**config.mk**
```make
export PLATFORM = sky130hd
export DESIGN_NAME = sixteen_bit_nibble_adder
export DESIGN_NICKNAME = d
export VERILOG_FILES = /design/src/rtl/sixteen_bit_nibble_adder.sv
export SDC_FILE = /design/constraint.sdc
export NUM_CORES = 1
export LEC_CHECK = 0
export CORE_UTILIZATION = 45
export DETAILED_ROUTE_END_ITERATION = 6
export PLACE_DENSITY = 0.75
export SLEW_MARGIN = 20
export SYNTH_ARGS = -nofsm -noshare
export SYNTH_HDL_FRONTEND = slang
export SYNTH_SLANG_ARGS = --single-unit
```
**constraint.sdc**
```tcl
create_clock -name clk -period 3.2 [get_ports clk]
set_clock_uncertainty 0.05 [all_clocks]
set_input_delay 0.32 -clock clk [delete_from_list [all_inputs] [get_ports clk]]
set_output_delay 0.32 -clock clk [all_outputs]
set_load 0.01 [all_outputs]
```
**src/rtl/sixteen_bit_nibble_adder.sv**
```systemverilog
// Serial 16-bit adder: one 4-bit ripple slice reused over four cycles, LSB nibble first.
// A result is presented for exactly one cycle (done) before returning to IDLE or restarting.
module sixteen_bit_nibble_adder (
  input  logic        clk,
  input  logic        rst,
  input  logic        start,
  input  logic [15:0] a,
  input  logic [15:0] b,
  input  logic        cin,
  output logic [15:0] Sum,
  output logic        Cout,
  output logic        Ovf,
  output logic        busy,
  output logic        done
);

  localparam logic [1:0] S_IDLE = 2'd0;
  localparam logic [1:0] S_RUN  = 2'd1;
  localparam logic [1:0] S_DONE = 2'd2;

  logic [1:0]  r_state;
  logic [15:0] r_a;
  logic [15:0] r_b;
  logic        r_carry;
  logic [1:0]  r_idx;
  logic [15:0] r_sum;
  logic        r_cout;
  logic        r_ovf;

  logic [3:0]  w_a_nib [4];
  logic [3:0]  w_b_nib [4];
  logic [3:0]  w_op_a;
  logic [3:0]  w_op_b;
  logic [3:0]  w_slice_sum;
  logic [4:0]  w_chain;
  logic        w_accept;
  logic        w_last;
  logic        w_ovf;

  genvar gi;

  generate
    for (gi = 0; gi < 4; gi++) begin : g_nib
      assign w_a_nib[gi] = r_a[4*gi +: 4];
      assign w_b_nib[gi] = r_b[4*gi +: 4];
    end
  endgenerate

  assign w_op_a = w_a_nib[r_idx];
  assign w_op_b = w_b_nib[r_idx];

  // 4-bit ripple slice; its carry-in is the carry left by the previous nibble
  assign w_chain[0] = r_carry;
  generate
    for (gi = 0; gi < 4; gi++) begin : g_slice
      assign w_slice_sum[gi] = w_op_a[gi] ^ w_op_b[gi] ^ w_chain[gi];
      assign w_chain[gi+1]   = (w_op_a[gi] & w_op_b[gi]) |
                               (w_chain[gi] & (w_op_a[gi] ^ w_op_b[gi]));
    end
  endgenerate

  assign w_accept = start && ((r_state == S_IDLE) || (r_state == S_DONE));
  assign w_last   = (r_state == S_RUN) && (r_idx == 2'd3);
  // Slice bit 3 on the last nibble is the final Sum[15]
  assign w_ovf    = (r_a[15] == r_b[15]) && (w_slice_sum[3] != r_a[15]);

  always_ff @(posedge clk or posedge rst) begin
    if (rst) begin
      r_state <= S_IDLE;
    end else begin
      case (r_state)
        S_IDLE:  r_state <= start ? S_RUN : S_IDLE;
        S_RUN:   r_state <= w_last ? S_DONE : S_RUN;
        S_DONE:  r_state <= start ? S_RUN : S_IDLE;
        default: r_state <= S_IDLE;
      endcase
    end
  end

  always_ff @(posedge clk or posedge rst) begin
    if (rst) begin
      r_a     <= 16'h0000;
      r_b     <= 16'h0000;
      r_carry <= 1'b0;
      r_idx   <= 2'd0;
      r_sum   <= 16'h0000;
      r_cout  <= 1'b0;
      r_ovf   <= 1'b0;
    end else if (w_accept) begin
      r_a     <= a;
      r_b     <= b;
      r_carry <= cin;
      r_idx   <= 2'd0;
    end else if (r_state == S_RUN) begin
      r_sum[{r_idx, 2'b00} +: 4] <= w_slice_sum;
      r_carry <= w_chain[4];
      r_idx   <= r_idx + 2'd1;
      if (w_last) begin
        r_cout <= w_chain[4];
        r_ovf  <= w_ovf;
      end
    end
  end

  assign Sum  = r_sum;
  assign Cout = r_cout;
  assign Ovf  = r_ovf;
  assign busy = (r_state == S_RUN);
  assign done = (r_state == S_DONE);

endmodule
```
Word-level counts from Yosys, hierarchy flattened --
Index checks and enable logic that the tools add are counted.
Operators by class: bitwise logic cells 22, $lt $le $gt $ge 1, mux-type cells 14, shift operators 2, reduce and logical (&&, ||, !) cells 9, div/mod/pow operators 0, $mul 0, equal/unequal tests 5, $add $sub $neg 2
Operators by type and width (number):
- $bmux 4 s2 | 2
- $bwmux 16 | 1
- $mux 4 | 4
- $shift 4x6->16 const A | 1
- $shiftx 4x6->16 | 1
- $and 1x1->1 | 8
- $xor 1x1->1 | 8
- $mux 2 | 3
- $neg 4->6 | 1
- $eq 2x2->1 const B | 2
- $or 1x1->1 | 4
- $pmux 2 s2 | 1
- $ge 3x3->1 const B | 1
- $logic_and 1x1->1 | 3
- $mux 1 | 3
- $not 2->3 | 1
- $reduce_and 3->1 | 1
- $add 2x1->2 const B | 1
- $eq 2x1->1 const B | 1
- $logic_not 2->1 | 1
- $reduce_and 2->1 | 1
- $reduce_bool 2->1 | 1
- $reduce_or 2->1 | 1
- $eq 1x1->1 | 1
- 3 further kinds | 3
Storage, ports and cells: memories 0, input port bits 36, output and inout port bits 20, register bits 55, bits in writable memories 0, bits in latches 0, ROM bits 0

Longest topological paths before layout --
Gate-level depths: netlist of the first run.
depth after elaboration 15, gate-level depth with buffers 12, mapped depth without buffers 10

Worst setup path before layout of the first run --
OpenSTA, ideal clock, no wires.
path type flip-flop to flip-flop, start point reg r_idx[0], end point reg r_ovf, in the netlist Ovf, setup time 0.128 ns, path buffers 2, stages on the path, launching flop included 13, period minus slack after synthesis 3.056 ns, setup slack 0.144 ns, data arrival time 2.878 ns, cells stage by stage dfrtp_1 > buf_2 > buf_6 > mux4_2 > fa_1 > inv_1 > fa_1 > fa_1 > inv_1 > fa_1 > and3b_1 > a21oi_1 > o21ai_0
Between the ends: cells in the longest elaborated chain, start to end 14, elaborated cells between the ends (all ways) 26, those cells by class 2 x eq/ne; 6 x mux; 15 x bitwise; 3 x reduce/logical
RTL lines:
- start: declaration | RTL line 25 | logic [1:0] r_idx;
- start signal: assignment | RTL line 97 | r_idx <= r_idx + 2'd1;
- $not 2->3 (not written as such) | RTL line 49, 50
- $bmux 4 s2, on equally long branches | RTL line 49, 50
- $mux 4, on equally long branches (2 in a row) | RTL line 49, 50
- $xor 1x1->1 | RTL line 58 | (w_chain[gi] & (w_op_a[gi] ^ w_op_b[gi]));
- $and 1x1->1 | RTL line 58
- $or 1x1->1 | RTL line 57 | assign w_chain[gi+1] = (w_op_a[gi] & w_op_b[gi]) |
- $and 1x1->1 | RTL line 58
- $or 1x1->1 | RTL line 57
- $and 1x1->1 | RTL line 58
- $or 1x1->1 | RTL line 57
- $xor 1x1->1 | RTL line 56 | assign w_slice_sum[gi] = w_op_a[gi] ^ w_op_b[gi] ^ w_chain[gi];
- $ne 1x1->1 | RTL line 65 | assign w_ovf = (r_a[15] == r_b[15]) && (w_slice_sum[3] != r_a[15]);
- $logic_and 1x1->1 | RTL line 65
- end signal: assignment | RTL line 100 | r_ovf <= w_ovf;
- end: declaration | RTL line 28 | logic r_ovf;
Several ways; a longest one is shown, not always the timed one. The select of a mux whose other input is x is not followed. A chain may end at the register's enable or synchronous reset.

Worst setup path in the final report of the first run --
Ends and elaborated chain as after synthesis.

==> metrics.md, run 1 <==
| Metric | Value |
|---|---|
| Status | completed |
| Most frequent CP cell | fa_1 |
| Synth Cell Area | 0.002556 mm² |
| Total Power | 3.345 mW |
| Ys flop type | dfrtp_1 |
| Post-synth cell types | 29 |
| Die area | 0.005986 mm² |
| Static Leak | 1.568 nW |
| Min-Delay Path Class | in2async |
| Routed Antenna Nets | 0 |
| Slew @ Worst Pin | 0.5804 ns |
| Mapped Nets | 297 |
| Top Ports | 56 |
| Fin. max-slew vios | 0 |
| Hold Worst Slack | 0.3336 ns |
| DRC viols | 0 |
| Vertical die dimension | 77.37 µm |
| Routability cong. | 0.7554 |
| Yosys Warn Count | 0 |
| Fmax | 330.3 MHz |
| Layout cells sized above 1 | 0.09477 |
| Relative max-transition margin | 0.6125 |
| WS Path Type | reg2reg |
| Mean post-synth cell area | 10.14 µm² |
| H-tree depth | 2 |
| VDD IR max | 0.4277 mV |
| Final Net Count | 350 |
| Placed Cells | 370 |
| Die width | 77.37 µm |
| DR pass1 iterations | 4 |
| Initial Util | 0.4642 |
| Core footprint | 0.005507 mm² |
| Post-synth ARST share | 1.000 |
| Post-synth EDFFs | 0 |
| Fin crit share | 0.9462 |
| Critical-path cell list | mux4_2 > fa_1 > inv_1 > fa_1 > fa_1 > inv_1 > fa_1 > and3b_1 > a21oi_1 > o21ai_0 |
| Port bufs | 55 |
| Violation count after the first detailed-route iteration | 107 |
| MaxCap Viol Count | 0 |
| Crit. End Element | flop |
| Pin count of the biggest net entering global routing | 36 |
| Placed Area | 0.003163 mm² |
| DP Worst Slack | 0.09979 ns |
| Fin worst setup slack | 0.1722 ns |
| CTS tree | built |
| Unrepaired setup endpoints after global routing | no |
| P&R area growth vs syn | 28.39% |
| Clock sinks | 55 |
| Grt total ovfl | 0 |
| Via count | 1,881 |
| CTS Buf Count | 5 |
| Sequential area share after synthesis | 0.5384 |
| Site Rows | 27 |
| WL/cell | 13.59 µm |
| Final setup fails | 0 |
| N_diodes | 0 |
| Power per cell area | 1019 mW/mm² |
| Clk buf depth | 2 |
| Hold buffer count at cts | 0 |
| Cell area after layout | 0.003282 mm² |
| Maximum net fanout on the critical path | 5 |
| Fin Setup TNS | 0 ns |
| Total GRT Usage | 0.1860 |
| CP required | 3.33 ns |
| Total Wirelength | 5138 µm |
| Initial antenna violation count | 0 |
| Clock transition at path regs | 0.10 ns |
| First-pass GRT wire length | 8569 µm |
| Register bit total from synthesis | 55 |
| CTS root buf | clkbuf_8 |
| Finished Core Util | 0.5960 |
| Drt via density | 4.976 |
| Finished Layout Cells | 378 |
| Worst-skew pair later-pin latency | 0.31 ns |
| Post-Syn Instances | 252 |
| Vias in the first global route | 1,809 |
| Startpoint types | flop |
| Final hold vios | 0 |
| Min Tclk post-route | 3.028 ns |
| Hpwl dp | 3729 µm |
| Crit path DAT | 3.16 ns |
| Slowest stage cell, crit path | fa_1 |
| CP max stage delay | 0.57 ns |
==> logic make-up (layout without fill, tap and decap cells) <==
group / after synthesis / after routing / synth area share
flops: 55 / 55 / 0.5384
buf+inv: 25 / 79 / 0.04503
compound gates: 22 / 22 / 0.06510
simple gates: 132 / 132 / 0.2208
fa+ha+maj: 9 / 9 / 0.05580
mux: 9 / 9 / 0.07489
==> cells in the mapped netlist, types with 3 or more instances <==
master	count	area share
o41ai_1	6	0.021
clkbuf_1	4	0.0059
fa_1	4	0.031
nand2_1	114	0.17
mux4_2	8	0.070
o31ai_1	7	0.021
o21ai_0	3	0.0059
dfrtp_1	55	0.54
buf_2	8	0.016
ha_1	5	0.024
nand2b_1	5	0.012
inv_1	11	0.016
nand3b_1	3	0.0088
==> what timing repair did <==
| action | in CTS | in global routing |
|---|---|---|
| buffers inserted | 0 | 0 |
| endpoints found under the setup margin | 0 | 1 |
| resized for setup | 0 | 1 |
==> where the power goes <==
group	total [mW]	internal (mW)	switching (mW)	leakage, nW
Clock	0.477	0.253	0.223	0.0612
Sequential	1.20	0.991	0.207	0.702
Combinational	1.67	0.762	0.908	0.806
Total	3.34	2.01	1.34	1.57
==> registers in the layout, indices dropped and copies added (netlist names) <==
| name | flops |
|---|---|
| Ovf | 1 |
| r_b | 16 |
| r_a | 16 |
| r_carry | 1 |
| r_idx | 2 |
| r_state | 2 |
| Sum | 16 |
| Cout | 1 |
==> cell type report <==
type / instances / area, µm²
Clock buffer: 6 / 82.58
Clock inverter: 2 / 35.03
Fill cell: 487 / 2225
Inverter: 11 / 41.29
Multi-Input combinational cell: 172 / 1067
Sequential cell: 55 / 1378
Tap cell: 72 / 90.09
Timing Repair Buffer: 60 / 588.1
==> critical path, delay by kind of cell, from the launching register on <==
| family | cells | cell delay (ns) |
|---|---|---|
| AND/OR/NAND/NOR | 1 | 0.20 |
| adder cells (fa/ha/maj) | 4 | 1.31 |
| AO/OA/AOI/OAI | 2 | 0.22 |
| multiplexers | 1 | 0.54 |
| flip-flops | 1 | 0.45 |
| buffers and inverters | 2 | 0.13 |
==> per-layer routing <==
metal | GRT usage | vias to the layer above | wire length (µm) | part of all wire
li1 | - | 926 | - | -
met1 | 0.2537 | 901 | 2441 | 0.48
met2 | 0.2929 | 47 | 2427 | 0.47
met3 | 0.04353 | 7 | 199 | 0.039
met4 | 0.06226 | 0 | 69 | 0.013
met5 | 0 | - | 0 | 0
==> path summary, 6_finish.rpt <==
kind	start	endpoint	slack, ns	depth (start not counted)
max	r_idx[0]	Ovf	0.17	10
min reg2reg	r_b[2]	r_b[2]	0.43	2
max reg2reg	r_idx[0]	Ovf	0.17	10
min	rst	r_a[14]	0.33	2
min in group clk	r_b[2]	r_b[2]	0.43	2
max in group asynchronous	rst	r_state[0]	1.98	3
==> cell usage in the layout (no fill, tap or decap), types with 2 or more instances in the layout <==
| cell type | count |
|---|---|
| clkdlybuf4s50_1 | 55 |
| a22o_1 | 2 |
| nand2_1 | 114 |
| inv_1 | 10 |
| o21ai_2 | 2 |
| nand3b_1 | 3 |
| fa_1 | 4 |
| nand2b_1 | 5 |
| o21ai_0 | 3 |
| o31ai_1 | 7 |
| nor2_1 | 2 |
| mux4_2 | 8 |
| dfrtp_1 | 54 |
| ha_1 | 5 |
| buf_4 | 5 |
| clkbuf_8 | 6 |
| o41ai_1 | 6 |
Power figures use the tool's default switching activity.
==> run 2: changes to the inputs <==
--- a/config.mk
+++ b/config.mk
@@ -7,6 +7,8 @@
 export LEC_CHECK = 0
 export CORE_UTILIZATION = 45
 export DETAILED_ROUTE_END_ITERATION = 6
+export GPL_TIMING_DRIVEN = 1
+export HOLD_SLACK_MARGIN = 0.06
 export PLACE_DENSITY = 0.75
 export SLEW_MARGIN = 20
 export SYNTH_ARGS = -nofsm -noshare
==> results of run 2 <==
The final DEF is identical to that of run 1; final timing and power are the same.
